### src/rtl/adder_pipelined_nbit.sv
// rtl/adder_pipelined_nbit.sv - pipelined N-bit adder, one slice per stage, valid/ready handshake
module adder_pipelined_nbit #(
    parameter int WIDTH  = 16,
    parameter int STAGES = 4
) (
    input  logic             i_clk,
    input  logic             i_rst,
    input  logic             i_valid,
    output logic             o_ready,
    input  logic [WIDTH-1:0] i_a,
    input  logic [WIDTH-1:0] i_b,
    input  logic             i_cin,
    input  logic             i_signed,
    output logic             o_valid,
    input  logic             i_ready,
    output logic [WIDTH-1:0] o_sum,
    output logic             o_carry,
    output logic             o_overflow
);

    localparam int S = (STAGES > 0) ? WIDTH / STAGES : 1;

    if (WIDTH < 1 || STAGES < 1 || STAGES > WIDTH || (WIDTH % STAGES) != 0) begin : g_bad_cfg
        $fatal(1, "adder_pipelined_nbit: STAGES must be 1..WIDTH and divide WIDTH");
    end

    logic w_en;
    assign w_en    = i_ready | ~o_valid;
    assign o_ready = w_en;

    // r_acc holds finished sum slices below the current slice and untouched A bits above it,
    // so one WIDTH-wide register carries both; B shrinks as its slices are consumed.
    for (genvar k = 0; k < STAGES; k++) begin : g_stg
        localparam int BW = WIDTH - k * S;

        logic [WIDTH-1:0] w_acc;
        logic [WIDTH-1:0] w_acc_nxt;
        logic [BW-1:0]    w_b;
        logic             w_c;
        logic             w_m;
        logic             w_v;
        logic [S:0]       w_add;

        logic             r_v;
        logic             r_c;
        logic [WIDTH-1:0] r_acc;

        if (k == 0) begin : g_in
            assign w_acc = i_a;
            assign w_b   = i_b;
            assign w_c   = i_cin;
            assign w_m   = i_signed;
            assign w_v   = i_valid;
        end else begin : g_in
            assign w_acc = g_stg[k-1].r_acc;
            assign w_b   = g_stg[k-1].g_fwd.r_b;
            assign w_c   = g_stg[k-1].r_c;
            assign w_m   = g_stg[k-1].g_fwd.r_m;
            assign w_v   = g_stg[k-1].r_v;
        end

        assign w_add = {1'b0, w_acc[k*S +: S]} + {1'b0, w_b[S-1:0]} + {{S{1'b0}}, w_c};

        always_comb begin
            w_acc_nxt            = w_acc;
            w_acc_nxt[k*S +: S]  = w_add[S-1:0];
        end

        always_ff @(posedge i_clk) begin
            if (i_rst) begin
                r_v   <= 1'b0;
                r_c   <= 1'b0;
                r_acc <= '0;
            end else if (w_en) begin
                r_v   <= w_v;
                r_c   <= w_add[S];
                r_acc <= w_acc_nxt;
            end
        end

        if (k < STAGES - 1) begin : g_fwd
            logic [BW-S-1:0] r_b;
            logic            r_m;

            always_ff @(posedge i_clk) begin
                if (w_en) begin
                    r_b <= w_b[BW-1:S];
                    r_m <= w_m;
                end
            end
        end else begin : g_last
            logic r_ovf;

            // In the last stage w_acc[WIDTH-1] is still A's sign and w_b[S-1] is B's sign.
            always_ff @(posedge i_clk) begin
                if (i_rst) begin
                    r_ovf <= 1'b0;
                end else if (w_en) begin
                    r_ovf <= w_m ? ((w_acc[WIDTH-1] == w_b[S-1]) && (w_add[S-1] != w_acc[WIDTH-1]))
                                 : w_add[S];
                end
            end
        end
    end

    assign o_valid    = g_stg[STAGES-1].r_v;
    assign o_sum      = g_stg[STAGES-1].r_acc;
    assign o_carry    = g_stg[STAGES-1].r_c;
    assign o_overflow = g_stg[STAGES-1].g_last.r_ovf;

endmodule
### config.mk
export PLATFORM = sky130hd
export DESIGN_NAME = adder_pipelined_nbit
export DESIGN_NICKNAME = d
export VERILOG_FILES = /design/src/rtl/adder_pipelined_nbit.sv
export SDC_FILE = /design/constraint.sdc
export NUM_CORES = 1
export LEC_CHECK = 0
export CAP_MARGIN = 20
export CELL_PAD_IN_SITES_DETAIL_PLACEMENT = 0
export CELL_PAD_IN_SITES_GLOBAL_PLACEMENT = 2
export CORE_AREA = 4 4 141 75
export CTS_CLUSTER_SIZE = 25
export DETAILED_ROUTE_END_ITERATION = 8
export DIE_AREA = 0 0 145 79
export DONT_BUFFER_PORTS = 1
export PLACE_DENSITY = 0.86
export SLEW_MARGIN = 20
export SYNTH_ARGS = -nofsm -noshare
export SYNTH_HDL_FRONTEND = slang
export SYNTH_SLANG_ARGS = --single-unit
### constraint.sdc
create_clock -name i_clk -period 2.8 [get_ports i_clk]
set_input_delay 0.28 -clock i_clk [delete_from_list [all_inputs] [get_ports i_clk]]
set_output_delay 0.28 -clock i_clk [all_outputs]
set_load 0.02 [all_outputs]
# == Word-level counts from Yosys, hierarchy flattened ==
# Index checks and enable logic that the tools add are counted.
# totals
word_cells,33
output_inout_bits,20
register_bits,100
# classes
n_addsub,8
n_reduce_logical,1
eq_ne,2
mux,1
bitwise,2
# ops
operator,count
adder 4 x 4 -> 5 bit,4
adder 5 x 1 -> 5 bit,4
equality test 1 bit,1
logical AND 1 bit,1
two-way mux 1 bit,1
inequality test 1 bit,1
NOT 1 bit,1
bitwise OR 1 bit,1

# == Depth between registers and ports, before layout ==
# depth
ltp_word,5
mapped_depth,7
depth_no_buf,6

# == Least setup slack after synthesis ==
# Ideal clock, no wire load.
# synth_path
path_kind,reg-to-reg
from,register g_stg[2].g_fwd.r_b[0]
to,"register g_stg[3].g_last.r_ovf, in the netlist o_overflow"
path_stages_with_launch,7
t_required_ns,2.680
t_arrival_ns,1.775
setup_ns,0.120
n_path_buf,0
slack_ns,0.906
cell_sequence,edfxtp_1 > fa_1 > fa_1 > a21o_1 > a21oi_1 > o21ai_0 > o31a_1
# synth_between
elab_chain_len,5
# synth_lines
item,line,source
start: declaration,82,logic [BW-S-1:0] r_b;
start signal: assignment,87,r_b <= w_b[BW-1:S];
adder 4 x 4 -> 5 bit *,62,"assign w_add = {1'b0, w_acc[k*S +: S]} + {1'b0, w_b[S-1:0]} + {{S{1'b0}}, w_c};"
adder 5 x 1 -> 5 bit *,62,
inequality test 1 bit,99,r_ovf <= w_m ? ((w_acc[WIDTH-1] == w_b[S-1]) && (w_add[S-1] != w_acc[WIDTH-1]))
logical AND 1 bit,99,
two-way mux 1 bit *,99,
end signal: assignment,99,
end: declaration,92,logic r_ovf;
# Mark *: on every way between the ends. The rest lies on a longest branch, timed or not.
# A chain may end at the register's enable or synchronous reset.

# == Worst setup path in the final report ==
# Ends and elaborated chain as after synthesis.

==> flow_metrics.tcl <==
set metrics [dict create \
    ys_ff_latch 100 \
    outcome "finished, final reports clean" \
    crit_chain "fa_1, fa_1, a21o_1, a21oi_1, o21ai_0, o31a_1" \
    syn-cell-area_mm2 0.00387 \
    clkSlewWorstSetupHoldPaths_ps 70 \
    final_area_mm2 0.00434 \
    grt_first_pass_wirelength_mm 12.3 \
    cts_root_buffer "clkbuf_16" \
    syn_nets 449 \
    antenna_left 0 \
    report.final.slew_viol_count 0 \
    placed_cells 492 \
    drive_above_1_share_pct 5.78 \
    worstPathArrival_ps 2300 \
    cp_data_required_time_ps 3040 \
    synthCells 391 \
    place_congestion 0.720 \
    grt_pass1_vias 2432 \
    fp.dieArea_mm2 0.0115 \
    ys_warn_count 0 \
    core_mm2 0.00929 \
    fin_crit_sh_pct 73.6 \
    grt_start_max_net_pins 71 \
    hold_class "in -> reg" \
    hold_viol_final 0 \
    totalPowerFinal_uw 3080 \
    grt.overflow.total 0 \
    tns_ps 0 \
    initial_core_util_pct 41.7 \
    vias 2575 \
    setup_violations 0 \
    slowest_stage "fa_1" \
    p_leak_uw 0.00171 \
    max_stage_delay_ps 420 \
    fin_cells 519 \
    fillerInstances 877 \
    num_antenna_cells 0 \
    nNetsFinal 451 \
    syn_area_per_cell_um2 9.91 \
    rows 25 \
    drt-pass1-iter-count 4 \
    r2r_slack_ps 740 \
    drc 0 \
    globalRouteTotalUtil_pct 13.5 \
    fmax_mhz 485 \
    cpMostUsedCell "fa_1" \
    synthToLayoutAreaGrowth_pct 12.0 \
    maxCapViolCount 0 \
    h-tree-depth 3 \
    critPathCaptureType "flop" \
    critical_path_class "reg -> reg" \
    maxSlewHeadroom_pct 52.7 \
    wl_per_cell_um 14.4 \
    clockBufferDepth 2 \
    place_area_mm2 0.00392 \
    place_hpwl_mm 4.64 \
    skew_ps 6.71 \
    cts_made_buffers 9 \
    cts_tree "yes" \
    clk_latency_ps 340 \
    io_pins 58 \
    rsz0062_at_grt "false" \
    die_w_um 145 \
    cp-start-kind "flop" \
    antenna_found_initial 0 \
    ys_types 28 \
    worst-path-max-fanout 2 \
    die_h_um 79 \
    seq_area_frac_synth_pct 58.6 \
    first_iter_violations 146 \
    io_buffers 0 \
    vias_per_cell 4.96 \
    postCtsResizedCells 0 \
    powerDensity_mw_per_mm2 710 \
    layout_min_cycle_time_ps 2060 \
    clock_sinks 100 \
    wl_mm 7.47 \
    ir_drop_v 0.000298 \
    worst_slew_pin_slew_ps 709 \
]
[logic make-up (layout without fill, tap and decap cells)]
kind of cell | count (synthesis) | in the layout | synth area share (%)
adders and majority gates | 20 | 20 | 8.01
and+or+nand+nor | 147 | 147 | 15.6
AOI/OAI and AO/OA | 87 | 87 | 12.1
xor gates and xnor gates | 5 | 5 | 1.13
DFF | 100 | 100 | 58.6
buffers and inverters | 32 | 39 | 4.49
[synthesized netlist by cell type]
master    count  area share, %
and4b_1       1           0.26
o21ai_0       6           0.77
buf_4         4           0.77
edfxtp_1     27             21
nor2_1       11            1.1
clkinv_1      1          0.097
xnor2_1       4           0.90
inv_1         6           0.58
nand4_1       3           0.48
or4_1         3           0.58
buf_6         3           0.87
clkbuf_1      6           0.58
xor2_1        1           0.23
o31a_1        1           0.23
nand2_1     118             11
ha_1         12            3.9
nor2b_1       2           0.32
inv_4         1           0.16
fa_1          8            4.1
a21oi_1      68            8.8
nand3_1       7           0.90
dfxtp_1      73             38
buf_2        11            1.4
a21o_1        6            1.2
o31ai_1       1           0.19
nor2b_4       1           0.36
nor4b_1       1           0.23
a211oi_1      5           0.97
[layer usage]
layer / track usage (%) / up-vias / part of all wire, %
li1: - / 1322 / -
met1: 17.2 / 1204 / 48
met2: 21.3 / 38 / 46
met3: 5.19 / 11 / 4.4
met4: 4.55 / 0 / 1.2
met5: 0 / - / 0
[cells in the final DEF, fill, tap and decap left out, types with 5 or more instances in the layout]
cell type      count
a211oi_1           5
a21o_1             6
a21oi_1           68
clkbuf_16          9
dfxtp_1           73
dlygate4sd3_1     10
edfxtp_1          27
fa_1               8
ha_1              12
inv_1              6
nand2_1          118
nand3_1            7
nor2_1            11
o21ai_0            6
[worst paths after layout]
kind	from	depth (start not counted)	to
max	g_stg[2].g_fwd.r_b[0]	6	o_overflow
min	i_b[5]	0	g_stg[0].g_fwd.r_b[1]
max reg2reg	g_stg[2].g_fwd.r_b[0]	6	o_overflow
min reg2reg	g_stg[0].g_fwd.r_b[10]	0	g_stg[1].g_fwd.r_b[6]
[registers in the layout, indices dropped and copies added (netlist names)]
signal / count
g_stg.r_v: 3
g_stg.g_fwd.r_m: 3
g_stg.r_c: 3
o_sum: 16
g_stg.g_fwd.r_b: 24
o_carry: 1
g_stg.r_acc: 48
o_valid: 1
o_overflow: 1
[timing repair]
action                    CTS  global route
setup buffers               0             0
hold endpoints to repair   64             9
hold buffers                2             9
[worst max-delay path, delay by kind of cell (launching register included)]
family	cells	cell delay, ps
adder cells (fa/ha/maj)	2	840
flip-flops	1	390
AO/OA/AOI/OAI	4	720
[where the power goes]
group,total (uW),internal [uW],switching (uW)
combinational,200,93.6,107
sequential,1650,1580,70.1
clock,1230,634,596
total,3080,2310,773
[final cells by class]
class                   count  area (um^2)  share of cell area, %
flip-flops and latches    100         2270                   52.4
multi-input cells         259         1430                   32.9
clock buffers               9          225                   5.19
repair buffers             15          158                   3.63
well taps                 121          151                   3.49
clock inverters             7         71.3                   1.64
inverters                   8         32.5                  0.750
[stage by stage]
stage	hold slack, ps	util (%)	worst slack, ps
floorplan	379	-	906
global placement	356	42.1	828
detailed placement	357	42.1	758
CTS	0.788	45.7	748
global route	5.92	46.7	665
finish	27.8	46.7	739
Note: power is estimated with default switching activity, not from simulation.
